<file path="src/rtl/afe_spi_writer.sv">
// Write-only serial driver for the AFE attenuator/switch control lanes.
// Shifts one command MSB-first to the selected lane, then pulses LE.
module afe_spi_writer #(
  parameter int CLK_RATE  = 99999001,
  parameter int SPI_RATE  = 10000000,
  parameter int AFE_COUNT = 2
) (
  input  logic                 sysClk,
  input  logic                 sysReset,
  input  logic                 writeStrobe,
  input  logic [31:0]          writeData,
  output logic [31:0]          status,
  output logic [AFE_COUNT-1:0] AFE_SPI_CLK,
  output logic [AFE_COUNT-1:0] AFE_SPI_SDI,
  output logic [AFE_COUNT-1:0] AFE_SPI_LE
);

  localparam int H_RAW = (CLK_RATE + 2 * SPI_RATE - 1) / (2 * SPI_RATE);
  localparam int H     = (H_RAW < 1) ? 1 : H_RAW;
  localparam int HW    = (H > 1) ? $clog2(H) : 1;
  localparam logic [HW-1:0] H_LAST = HW'(H - 1);

  typedef enum logic [2:0] {
    IDLE,
    SHIFT_LO,
    SHIFT_HI,
    LE_SETUP,
    LATCH,
    GAP
  } state_t;

  state_t               state;
  logic [HW-1:0]        half_cnt;
  logic [4:0]           bit_cnt;
  logic [23:0]          shreg;
  logic [AFE_COUNT-1:0] lane_mask;
  logic                 busy;
  logic                 overrun;
  logic [1:0]           last_lane;
  logic [23:0]          last_data;

  logic [1:0]           wd_lane;
  logic [4:0]           wd_count;
  logic [23:0]          wd_data;
  logic [23:0]          wd_load;
  logic [AFE_COUNT-1:0] wd_mask;
  logic                 cmd_ok;
  logic                 half_done;

  always_comb begin
    wd_lane   = writeData[31:30];
    wd_count  = writeData[28:24];
    wd_data   = writeData[23:0];
    // Left-justify so the first bit to send sits at bit 23.
    wd_load   = wd_data << (5'd24 - wd_count);
    wd_mask   = AFE_COUNT'(1) << wd_lane;
    cmd_ok    = (wd_count != 5'd0) && (wd_count <= 5'd24) &&
                ({30'd0, wd_lane} < 32'(AFE_COUNT));
    half_done = (half_cnt == '0);
  end

  assign status = {busy, overrun, last_lane, 4'b0000, last_data};

  always_ff @(posedge sysClk) begin
    if (sysReset) begin
      state       <= IDLE;
      half_cnt    <= '0;
      bit_cnt     <= '0;
      shreg       <= '0;
      lane_mask   <= '0;
      busy        <= 1'b0;
      overrun     <= 1'b0;
      last_lane   <= '0;
      last_data   <= '0;
      AFE_SPI_CLK <= '0;
      AFE_SPI_SDI <= '0;
      AFE_SPI_LE  <= '0;
    end else begin
      if (state != IDLE) begin
        half_cnt <= half_done ? H_LAST : half_cnt - 1'b1;
        if (writeStrobe) overrun <= 1'b1;
      end
      unique case (state)
        IDLE: begin
          if (writeStrobe && wd_count == 5'd0) begin
            overrun <= 1'b0;
          end else if (writeStrobe && cmd_ok) begin
            state       <= SHIFT_LO;
            half_cnt    <= H_LAST;
            bit_cnt     <= wd_count;
            shreg       <= wd_load;
            lane_mask   <= wd_mask;
            busy        <= 1'b1;
            last_lane   <= wd_lane;
            last_data   <= wd_data;
            AFE_SPI_CLK <= '0;
            AFE_SPI_SDI <= wd_load[23] ? wd_mask : '0;
          end
        end
        SHIFT_LO: begin
          if (half_done) begin
            state       <= SHIFT_HI;
            AFE_SPI_CLK <= lane_mask;
          end
        end
        SHIFT_HI: begin
          if (half_done) begin
            AFE_SPI_CLK <= '0;
            if (bit_cnt > 5'd1) begin
              state       <= SHIFT_LO;
              bit_cnt     <= bit_cnt - 5'd1;
              shreg       <= shreg << 1;
              AFE_SPI_SDI <= shreg[22] ? lane_mask : '0;
            end else begin
              state       <= LE_SETUP;
              AFE_SPI_SDI <= '0;
            end
          end
        end
        LE_SETUP: begin
          if (half_done) begin
            state      <= LATCH;
            AFE_SPI_LE <= lane_mask;
          end
        end
        LATCH: begin
          if (half_done) begin
            state      <= GAP;
            AFE_SPI_LE <= '0;
          end
        end
        GAP: begin
          if (half_done) begin
            state <= IDLE;
            busy  <= 1'b0;
          end
        end
        default: state <= IDLE;
      endcase
    end
  end

endmodule

</file>
<file path="config.mk">
export PLATFORM = sky130hd
export DESIGN_NAME = afe_spi_writer
export DESIGN_NICKNAME = d
export VERILOG_FILES = /design/src/rtl/afe_spi_writer.sv
export SDC_FILE = /design/constraint.sdc
export NUM_CORES = 1
export LEC_CHECK = 0
export CORE_ASPECT_RATIO = 0.7
export CORE_UTILIZATION = 30
export DETAILED_ROUTE_END_ITERATION = 8
export GPL_ROUTABILITY_DRIVEN = 0
export PLACE_DENSITY = 0.47
export SETUP_SLACK_MARGIN = 0.5
export SLEW_MARGIN = 5
export SYNTH_ARGS = -nofsm -noshare
export SYNTH_HDL_FRONTEND = slang
export SYNTH_SLANG_ARGS = --single-unit
</file>
<file path="constraint.sdc">
create_clock -name sysClk -period 3.75 [get_ports sysClk]
set_clock_uncertainty 0.15 [all_clocks]
set_input_delay 0.5625 -clock sysClk [delete_from_list [all_inputs] [get_ports sysClk]]
set_output_delay 0.5625 -clock sysClk [all_outputs]
set_load 0.005 [all_outputs]
</file>
### After elaboration in Yosys (flattened, before gate mapping)

Index checks and enable logic that the tools add are counted.

* flip-flop bits (word level): 70
* bits of input ports: 35
* output and inout port bits: 38
* logic and storage cells: 99

* add/subtract/negate cells: 3
* $lt $le $gt $ge: 3
* equal/unequal tests: 13
* shifts and indexed selects: 2
* mux-type cells: 45
* bitwise gates (word level): 1
* reductions and logical operators: 20

Operator list (number)
* 23-bit 2-to-1 mux: 4
* 23-bit one-hot mux with 2 select lines: 1
* 3-bit 2-to-1 mux: 12
* 24-bit by 5-bit << shifter with 24-bit output: 1
* 2-bit 2-to-1 mux: 11
* 5-bit 2-to-1 mux: 4
* 3-bit one-hot mux with 6 select lines: 1
* 2-bit inequality test (second input constant): 8
* 5-bit one-hot mux with 2 select lines: 1
* 5-bit AND reduction: 2
* 2-bit one-hot mux with 2 select lines: 2
* 4-bit AND reduction: 2
* 1-bit 2-to-1 mux: 7
* 7-bit AND reduction: 1
* 3-bit by 2-bit equality test with 1-bit output (second input constant): 2
* 3-bit equality test (second input constant): 2
* 3-bit logical NOT: 2
* 2-bit one-hot mux with 3 select lines: 1
* 3-bit AND reduction: 2
* 2-bit nonzero test: 3
* 3-bit nonzero test: 2
* 5-bit by 1-bit > comparator with 1-bit output (second input constant): 1
* 5-bit <= comparator (second input constant): 1
* 5-bit logical NOT: 1
* 10 further kinds: 13

### Longest topological paths before layout

Gate-level depths: netlist of run 1.

* depth in word-level cells: 7
* mapped depth: 12
* mapped depth without buffers: 8

### Least setup slack after synthesis of run 1

No wires, ideal clock.

* path type: in2reg
* start: input writeData[24]
* end: register AFE_SPI_SDI[0]
* library setup time: 115 ps
* data arrival time: 2794 ps
* required time: 3485 ps
* path slack: 691 ps
* stages on the path: 10
* path buffers: 3
* path through: buf_6 > inv_1 > ha_1 > buf_2 > buf_4 > mux2_2 > mux4_2 > a211oi_1 > o41a_1 > o21ai_2

* word-level cells in the longest chain between the ends: 6
* elaborated cells on any way between the ends: 16
* those cells by class: 1 x add/sub; 1 x order compare; 2 x eq/ne; 1 x shift; 4 x mux; 7 x reduce/logical

Ends and longest elaborated chain
* start: declaration: RTL line 11 `input logic [31:0] writeData,`
* 5-bit subtractor, or another cell as far along: RTL line 55 `wd_load = wd_data << (5'd24 - wd_count);`
* 24-bit by 5-bit << shifter with 24-bit output / 1-bit logical AND (equally long branches): RTL line 55, 57
* 2-bit 2-to-1 mux / 1-bit logical AND (equally long branches): RTL line 97, 57
* 2-bit 2-to-1 mux / 1-bit logical AND (equally long branches): RTL line 87 `end else if (writeStrobe && cmd_ok) begin`
* 2-bit 2-to-1 mux / 2-bit inequality test (equally long branches)
* 2-bit one-hot mux with 2 select lines / 4-bit AND reduction (equally long branches)
* end signal: assignment: RTL line 97 `AFE_SPI_SDI <= wd_load[23] ? wd_mask : '0;`
* end signal: assignment: RTL line 113 `AFE_SPI_SDI <= shreg[22] ? lane_mask : '0;`
* end: declaration: RTL line 14 `output logic [AFE_COUNT-1:0] AFE_SPI_SDI,`

Several ways; a longest one is shown, not always the timed one. The select of a mux whose other input is x is not followed.
A chain may end at the register's enable or synchronous reset.

### Worst setup path after layout of run 1

Same ends and word-level chain as after synthesis.

==> reports/qor.csv, run 1 <==
stage,metric,value,unit
pwr,VDD IR-drop max,0.000211,V
timing,Worst slew margin,50.6,%
timing,Slew Limit Fails,0,
timing,period utilization,84.2,%
timing,total negative setup slack,0,ns
global_routing,global route overflow,0,
cts,Clock Sinks,70,
cts,H-tree levels,3,
cts,clk slew on worst S/H paths,0.06,ns
floorplanning,Die H,102,microns
finish,Area growth syn-to-layout,25.7,%
setup_path,Setup CP Type,in2reg,
run,number of max-cap violations,0,
finish,ratio of cells with drive above 1 in the final layout,11.6,%
yosys,"area leader, netlist",dfxtp_1,
cts,clock root cell,clkbuf_16,
floorplanning,Die X,145,microns
timing,min Tclk post-route,3.16,ns
finish,fillers,1444,
yosys,register area share after synthesis,32.5,%
pwr,power per cell area,526,nW/um^2
routing,Detailed Route WL,12.6,mm
cts,CTS tree,built,
yosys,Synth Warn #,0,
global_routing,vias in the first global route,3933,
floorplanning,I/O Pins,73,
routing,drc violations,0,
global_routing,largest net degree at the start of global routing,39,
timing,RSZ-0062 raised after global routing,false,
setup_path,Startpoint Class,input pin,
yosys,async set-reset flop share out of synthesis,0,%
finish,diode count,0,
min_path,HP Class,reg2reg,
yosys,Post-synth EDFFs,0,
yosys,Yosys top cell area share,32.5,%
yosys,Post-Syn Area,4310,sq um
outcome,outcome,"complete, no violations",
finish,Total Nets Final,612,
setup_path,crit path max fanout,33,
floorplanning,Starting Density,30.9,%
timing,Fmax achieved,317,MHz
global_routing,first-pass GRT wire length,20.6,mm
finish,Final Instance Area,5420,sq um
routing,ANT nets after route,0,
global_routing,GRT Total Usage,17.6,%
routing,Vias,4022,
yosys,Synth Flop Type,dfxtp_1,
floorplanning,Core ar.,14000,sq um
cts,worst-case clock buffer depth,2,
floorplanning,Die ar.,14900,sq um
yosys,Mapped Avg Cell Area,8.22,sq um
timing,Final setup viols,0,
setup_path,Worst EP required,3.87,ns
setup_path,Worst EP arrival,3.28,ns
placement,IO buf count,67,
cts,CTS buffer count,9,
global_routing,antenna violations before repair,0,
cts,clock insertion delay at the later pin of the skew report,0.33,ns
cts,Post-CTS Setup Repair Bufs,0,
routing,DRT Pass-1 Iters,4,
placement,placed inst area,5110,sq um
routing,WL per Instance,16.4,microns
yosys,Netlist cell types,63,
yosys,Synth Register Bits,70,
pwr,leakage power total,1.91,nW
placement,DP Wirelength,9.24,mm
cts,post-cts gate resize count,0,
timing,hold_ws,0.304,ns
yosys,"top cells by area, synth","dfxtp_1, nand2_1, mux4_2",
cts,CTS Hold Bufs,0,
finish,Final Util,38.8,%
timing,Tightest Pin Transition,0.741,ns
yosys,post-synthesis cell count,525,
routing,vias per cell,5.24,
floorplanning,# rows,36,
routing,number of DRC markers in iteration 0,262,
timing,Fin. Hold Viols,0,
setup_path,Critical Path Sink Type,register,
[power by group]
group	total (mW)	switching (mW)	leakage, nW	internal (mW)
clock	0.847	0.314	0.144	0.534
combinational	1.03	0.598	1.20	0.432
sequential	0.974	0.0967	0.570	0.878
total	2.85	1.01	1.91	1.84
[worst max-delay path: stages]
cell             delay (ns)
clkdlybuf4s50_1        0.48
inv_1                  0.09
ha_1                   0.34
buf_12                 0.19
mux2i_1                0.16
mux4_2                 0.57
a2111oi_4              0.31
a211oi_2               0.11
o41a_1                 0.35
o21ai_2                0.10
[per-stage QoR]
step	worst slack [ns]	instances	total power [mW]
finish	0.594	768	2.85
global route	0.518	768	3.06
CTS	0.564	768	2.88
detailed placement	0.224	752	2.01
global placement	0.214	752	1.99
floorplan	0.691	528	1.69
[layout by cell type, fill, tap and decap left out, drive strengths merged, types with 5 or more instances in the layout]
| cell type | Yosys | layout |
|---|---|---|
| mux2i | 26 | 26 |
| nand3 | 8 | 8 |
| nor2 | 51 | 51 |
| a211oi | 16 | 16 |
| clkdlybuf4s50 | 0 | 66 |
| mux2 | 6 | 6 |
| nand2 | 88 | 88 |
| inv | 9 | 9 |
| o21ai | 24 | 24 |
| buf | 26 | 17 |
| a221oi | 11 | 11 |
| clkbuf | 23 | 13 |
| mux4 | 17 | 17 |
| a21oi | 50 | 50 |
| a311oi | 5 | 5 |
| nor3 | 31 | 31 |
| dfxtp | 70 | 70 |
[worst paths after layout]
check / startpoint / endpoint / slack, ns / cells after the start
hold / removal: last_data[13] / last_data[13] / 0.30 / 2
hold reg to reg: last_data[13] / last_data[13] / 0.30 / 2
setup reg to reg: state[2] / shreg[0] / 1.28 / 6
setup / recovery: writeData[24] / AFE_SPI_SDI[0] / 0.59 / 10
[cell usage after synthesis (all sizes together) (3+ instances only)]
library cell,count
nand2,88
dfxtp,70
nor2,51
a21oi,50
nor3,31
buf,26
mux2i,26
o21ai,24
clkbuf,23
mux4,17
a211oi,16
a221oi,11
inv,9
nand3,8
mux2,6
a311oi,5
a2111oi,4
ha,4
and2,3
nand2b,3
nand3b,3
nor2b,3
nor4,3
o31ai,3
or3,3
[metal layers]
metal  track usage (%)  share of wire, %
met1              24.2                51
met4              4.37              0.98
met5                 0                 0
met3              4.11               4.8
met2              28.0                43
[registers in the layout, summed over array words and instances (netlist names)]
name / count
state: 3
AFE_SPI_LE: 2
shreg: 23
last_data: 24
bit_cnt: 5
AFE_SPI_SDI: 2
last_lane: 2
busy: 1
lane_mask: 2
overrun: 1
AFE_SPI_CLK: 2
half_cnt: 3
[final cells by class]
class / instances / area (sq um) / share of cell area (%)
repair buffers: 83 / 798 / 14.7
clock buffers: 13 / 250 / 4.61
clock inverters: 3 / 43.8 / 0.808
well taps: 190 / 238 / 4.38
multi-input cells: 400 / 2660 / 49.0
inverters: 9 / 33.8 / 0.623
flip-flops and latches: 70 / 1400 / 25.8
[cell families after synthesis]
group | synth area share, %
AOI/OAI and AO/OA | 20.7
xor gates and xnor gates | 0.580
adders and majority gates | 1.16
buffers and inverters | 6.79
DFF | 32.5
muxes | 16.7
other | 0.0869
and+or+nand+nor | 21.4
Note: power is estimated with default switching activity, not from simulation.
==> run 2, diff against run 1 <==
Settings changed: PLACE_DENSITY 0.47 to 0.49.
Clock period 3.75 ns to 2.9 ns, I/O delays scaled along.
==> run 2 against run 1 <==
Routed wire length grew 11%. Total power grew 46%. Die area is the same. Worst hold slack gained 0.0050 ns. Clock power grew 42%. Combinational power grew 65%. Highest routed layer unchanged.
==> reports/qor.csv, run 2 (synthesis results as in run 1) <==
stage,metric,value,unit,change
outcome,outcome,"complete, no violations",,unchanged
finish,Area growth syn-to-layout,50.0,%,was 25.7%
timing,hold_ws,0.309,ns,was 0.304 ns
cts,clock insertion delay at the later pin of the skew report,0.34,ns,was 0.33 ns
finish,ratio of cells with drive above 1 in the final layout,31.0,%,was 11.6%
min_path,HP Class,reg2reg,,unchanged
routing,Detailed Route WL,14.0,mm,was 12.6 mm
finish,Non-Filler Instances,852,,was 768
cts,H-tree levels,3,,unchanged
setup_path,Worst EP required,3.02,ns,was 3.87 ns
global_routing,GRT Total Usage,19.4,%,was 17.6%
timing,period utilization,84.1,%,
cts,CTS Hold Bufs,0,,unchanged
cts,CTS tree,built,,unchanged
finish,Largest regs,"last_data: 24 flops, shreg: 23 flops, bit_cnt: 5 flops",,unchanged
routing,number of DRC markers in iteration 0,203,,was 262
cts,Clock Sinks,70,,unchanged
setup_path,Worst EP arrival,2.56,ns,was 3.28 ns
run,number of max-cap violations,0,,unchanged
finish,most frequent cells in the layout,"buf_4, nand2_1, dfxtp_1",,"was nand2_1, dfxtp_1, clkdlybuf4s50_1"
routing,DRT Pass-1 Iters,5,,was 4
routing,ANT nets after route,0,,unchanged
floorplanning,Die X,145,microns,unchanged
finish,Total Nets Final,696,,was 612
finish,diode count,0,,unchanged
pwr,power per cell area,644,nW/um^2,was 526 nW/um^2
setup_path,Startpoint Class,input pin,,unchanged
pwr,leakage power total,2.42,nW,was 1.91 nW
routing,Vias,4425,,was 4022
pwr,VDD IR-drop max,0.000373,V,was 0.000211 V
floorplanning,Starting Density,30.9,%,unchanged
floorplanning,Core ar.,14000,sq um,unchanged
routing,WL per Instance,16.5,microns,was 16.4 microns
timing,Fmax achieved,410,MHz,
finish,max FFs per register,24,,unchanged
floorplanning,Die H,102,microns,unchanged
global_routing,antenna violations before repair,0,,unchanged
finish,Final Util,46.3,%,was 38.8%
setup_path,Setup CP Type,in2reg,,unchanged
timing,min Tclk post-route,2.44,ns,
timing,Final setup viols,0,,unchanged
setup_path,Critical Path Sink Type,register,,unchanged
cts,clk slew on worst S/H paths,0.06,ns,about the same
routing,drc violations,0,,unchanged
floorplanning,I/O Pins,73,,unchanged
routing,vias per cell,5.19,,was 5.24
placement,IO buf count,67,,unchanged
cts,CTS buffer count,9,,unchanged
setup_path,crit path max fanout,6,,was 33
finish,Largest Register,last_data,,unchanged
global_routing,vias in the first global route,4291,,was 3933
global_routing,global route overflow,0,,unchanged
timing,Fin. Hold Viols,0,,unchanged
timing,Slew Limit Fails,0,,unchanged
cts,clock root cell,clkbuf_16,,unchanged
placement,DP Wirelength,10.6,mm,was 9.24 mm
finish,"most common cell after layout, fill and taps aside",buf_4,,was nand2_1
timing,RSZ-0062 raised after global routing,true,,was false
floorplanning,Die ar.,14900,sq um,unchanged
global_routing,first-pass GRT wire length,22.8,mm,was 20.6 mm
finish,Final Instance Area,6470,sq um,was 5420 sq um
placement,placed instance count,823,,was 752
global_routing,largest net degree at the start of global routing,37,,was 39
floorplanning,# rows,36,,unchanged
placement,placed inst area,5810,sq um,was 5110 sq um
cts,worst-case clock buffer depth,2,,unchanged
[run 2: cell count changes in the layout (fill, tap and decap cells not counted), moves of 6 or more]
cell and delta:
a221oi_1 -7, mux2i_1 -9, mux2i_2 +6, a221oi_2 +7, buf_4 +76, o21ai_0 -6
[run 2: final cells by class]
class / count / area, sq um
repair buffers: 167 / 1490
multi-input cells: 400 / 2980
fillers: 1358 / 7490
well taps: 190 / 238
inverters: 9 / 37.5
clock buffers: 9 / 225
flip-flops and latches: 70 / 1400
clock inverters: 7 / 98.8
[run 2: power breakdown]
| group | switching [mW] | internal, mW | total [mW] |
|---|---|---|---|
| combinational | 0.900 | 0.799 | 1.70 |
| sequential | 0.138 | 1.14 | 1.27 |
| clock | 0.441 | 0.755 | 1.20 |
| total | 1.48 | 2.69 | 4.17 |
[run 2: repair_timing]
item                       CTS  global route
setup endpoints to repair   63            35
setup buffers               11             2
gates cloned                 0             0
resized for setup           36            29
pin swaps                   12            13
hold endpoints to repair     0             0
[run 2: metal layers]
layer	track usage [%]	vias to the layer above	wire, microns
met5	0	-	0
met4	4.53	0	126
met3	3.93	11	718
met2	31.7	116	6270
met1	26.5	2117	6930
li1	-	2181	-
[run 2: path summary, 6_finish.rpt]
path / from / end / slack (ns) / cells past startpoint
worst max-delay path: writeData[24] / AFE_SPI_SDI[0] / 0.46 / 10
worst min-delay path: last_data[17] / last_data[17] / 0.31 / 2
worst max register to register: state[2] / last_data[5] / 0.71 / 5
worst min register to register: last_data[17] / last_data[17] / 0.31 / 2
[run 2: stage by stage]
step                power (mW)  setup WS (ns)  setup TNS, ns
floorplan                 2.30         0.0964              0
global placement          2.83         -0.373          -8.96
detailed placement        2.86         -0.479         -10.26
CTS                       4.14          0.473              0
global route              4.42          0.397              0
finish                    4.17          0.460              0
[run 2: worst max-delay path, cell delays in order]
cell,delay (ns)
buf_8,0.08
clkinvlp_4,0.11
ha_4,0.27
buf_12,0.13
mux2i_1,0.13
mux4_2,0.54
a2111oi_4,0.31
a211oi_2,0.09
o41a_1,0.34
o21ai_2,0.11
==> run 3, diff against run 2 <==
Clock period 2.9 ns to 2.1 ns, I/O delays scaled along.
==> run 3 against run 2 <==
The run now ends with negative setup slack left. Clock power up 23%. Total power increased by 57%. Cell area grew 19%. Utilization increased by 8.8 points. Combinational power increased by 96%. Sequential cell count stayed put. Setup slack got worse by 0.71 ns. Critical path type unchanged. Highest routed layer unchanged.
==> reports/qor.csv, run 3 (synthesis results as in run 1) <==
stage,metric,value,unit,change
cts,clk slew on worst S/H paths,0.06,ns,about the same
global_routing,first-pass GRT wire length,24.9,mm,was 22.8 mm
cts,CTS Hold Bufs,0,,unchanged
cts,H-tree levels,3,,unchanged
routing,WL per Instance,17.5,microns,was 16.5 microns
timing,Slew Limit Fails,0,,unchanged
finish,Total Nets Final,760,,was 696
routing,ANT nets after route,0,,unchanged
cts,CTS tree,built,,unchanged
routing,vias per cell,5.32,,was 5.19
finish,Area growth syn-to-layout,78.6,%,was 50.0%
cts,CTS buffer count,9,,unchanged
finish,most frequent cells in the layout,"buf_4, dfxtp_1, nand2_1",,"was buf_4, nand2_1, dfxtp_1"
routing,DRT Pass-1 Iters,7,,was 5
floorplanning,Die H,102,microns,unchanged
pwr,power per cell area,850,nW/um^2,was 644 nW/um^2
setup_path,Critical path buffers and inverters,1,,was 3
timing,min Tclk post-route,2.35,ns,
finish,diode count,0,,unchanged
floorplanning,# rows,36,,unchanged
min_path,HP Class,in2reg,,was reg2reg
setup_path,Setup CP Type,in2reg,,unchanged
global_routing,antenna violations before repair,0,,unchanged
setup_path,slowest CP cell,clkdlybuf4s50_1,,was mux4_2
finish,Largest Register,last_data,,unchanged
finish,"most common cell after layout, fill and taps aside",buf_4,,unchanged
run,number of max-cap violations,0,,unchanged
setup_path,Critical Path Sink Type,register,,unchanged
timing,Tightest Pin Transition,0.639,ns,
finish,ratio of cells with drive above 1 in the final layout,49.7,%,was 31.0%
global_routing,GRT Total Usage,21.3,%,was 19.4%
floorplanning,Die X,145,microns,unchanged
floorplanning,I/O Pins,73,,unchanged
cts,Clock Sinks,70,,unchanged
pwr,VDD IR-drop max,0.000394,V,was 0.000373 V
routing,Detailed Route WL,16.0,mm,was 14.0 mm
floorplanning,Core ar.,14000,sq um,unchanged
outcome,violated checks,negative setup slack,,
routing,number of DRC markers in iteration 0,256,,was 203
pwr,leakage power total,3.20,nW,was 2.42 nW
timing,worst setup margin,-0.247,ns,was 0.460 ns
timing,Fmax achieved,426,MHz,
setup_path,Top delay family on crit path,compound AO/OA/AOI/OAI gates,,unchanged
floorplanning,Die ar.,14900,sq um,unchanged
setup_path,Worst EP arrival,2.46,ns,was 2.56 ns
timing,Fin. Hold Viols,0,,unchanged
cts,clock insertion delay at the later pin of the skew report,0.34,ns,about the same
timing,period utilization,112,%,
timing,Final setup viols,43,,was 0
setup_path,"Cell Chain, Critical Path",clkdlybuf4s50_1 -> mux2i_2 -> mux4_2 -> a2111oi_4 -> a211oi_2 -> o41a_1 -> o21ai_2,,was buf_8 -> clkinvlp_4 -> ha_4 -> buf_12 -> mux2i_1 -> mux4_2 -> a2111oi_4 -> a211oi_2 -> o41a_1 -> o21ai_2
finish,Final Instance Area,7700,sq um,was 6470 sq um
setup_path,crit path max fanout,5,,was 6
cts,clock root cell,clkbuf_16,,unchanged
setup_path,Max stage delay on crit path,0.59,ns,was 0.54 ns
cts,worst-case clock buffer depth,2,,unchanged
routing,Vias,4875,,was 4425
outcome,outcome,"complete, but fails checks",,"was complete, no violations"
placement,placed inst area,6080,sq um,was 5810 sq um
timing,RSZ-0062 raised after global routing,true,,unchanged
floorplanning,Starting Density,30.9,%,unchanged
global_routing,global route overflow,0,,unchanged
timing,hold_ws,0.189,ns,was 0.309 ns
placement,IO buf count,67,,unchanged
global_routing,vias in the first global route,4759,,was 4291
setup_path,Worst EP required,2.22,ns,was 3.02 ns
routing,drc violations,0,,unchanged
setup_path,Startpoint Class,input pin,,unchanged
timing,Worst slew margin,57.4,%,
placement,DP Wirelength,10.7,mm,was 10.6 mm
finish,Largest regs,"last_data: 24 flops, shreg: 23 flops, bit_cnt: 5 flops",,unchanged
global_routing,largest net degree at the start of global routing,46,,was 37
finish,max FFs per register,24,,unchanged
-- run 3: changes by cell type in the layout (fill, tap and decap cells not counted), sizes merged --
cell           change
dlygate4sd2       +31
clkinv             -2
bufinv             -2
dlymetal6s2s       +1
clkdlybuf4s50     -35
o21a               +1
clkbuf            +10
buf               +60
-- run 3: routing by layer --
metal  routed length, microns  vias to the layer above  share of wire (%)  track usage [%]
li1                         -                     2315                  -                -
met1                     7500                     2390                 47             28.2
met2                     7330                      138                 46             35.6
met3                      871                       32                5.4             4.55
met4                      290                        0                1.8             5.67
met5                        0                        -                  0                0
-- run 3: tightest hold or removal path, stage by stage --
cell            delay, ns
dlymetal6s2s_1       0.19
nand2_4              0.08
a21oi_2              0.04
-- run 3: through the flow --
stage / util, % / TNS, ns / power (mW) / instances / setup WS, ns
after floorplan: - / -18.71 / 3.24 / 528 / -0.584
after global placement: 43.6 / -56.62 / 4.17 / 848 / -1.01
after detailed placement: 43.6 / -56.83 / 4.20 / 848 / -1.04
after CTS: 50.7 / -2.49 / 6.15 / 894 / -0.229
after global routing: 55.2 / -6.13 / 6.91 / 916 / -0.317
final: 55.2 / -3.26 / 6.55 / 916 / -0.247
-- run 3: timing repair --
| action | CTS | global route |
|---|---|---|
| endpoints found under the hold margin | 0 | 0 |
| gates resized for setup | 160 | 102 |
| endpoints found under the setup margin | 101 | 71 |
| pin swaps | 57 | 49 |
| buffers inserted | 25 | 19 |
| cloned | 5 | 3 |
-- run 3: where the power goes --
group | internal [mW] | total, mW | switching [mW]
Sequential | 1.57 | 1.74 | 0.172
Clock | 0.893 | 1.48 | 0.587
Combinational | 1.66 | 3.33 | 1.67
-- run 3: worst paths after layout --
check           startpoint        endpoint  slack [ns]  depth (start not counted)
min          writeData[11]   last_data[11]        0.19                          3
max           writeData[8]  AFE_SPI_SDI[0]       -0.25                          7
max reg2reg       state[1]   last_data[15]           0                         10
min reg2reg      shreg[17]       shreg[17]        0.31                          2
-- run 3: area by class of cell --
type                    instances  area (sq um)
clock buffers                  13           270
clock inverters                 3          17.5
well taps                     190           238
inverters                       9          40.0
fillers                      1244          6260
repair buffers                230          2230
multi-input cells             401          3500
flip-flops and latches         70          1410
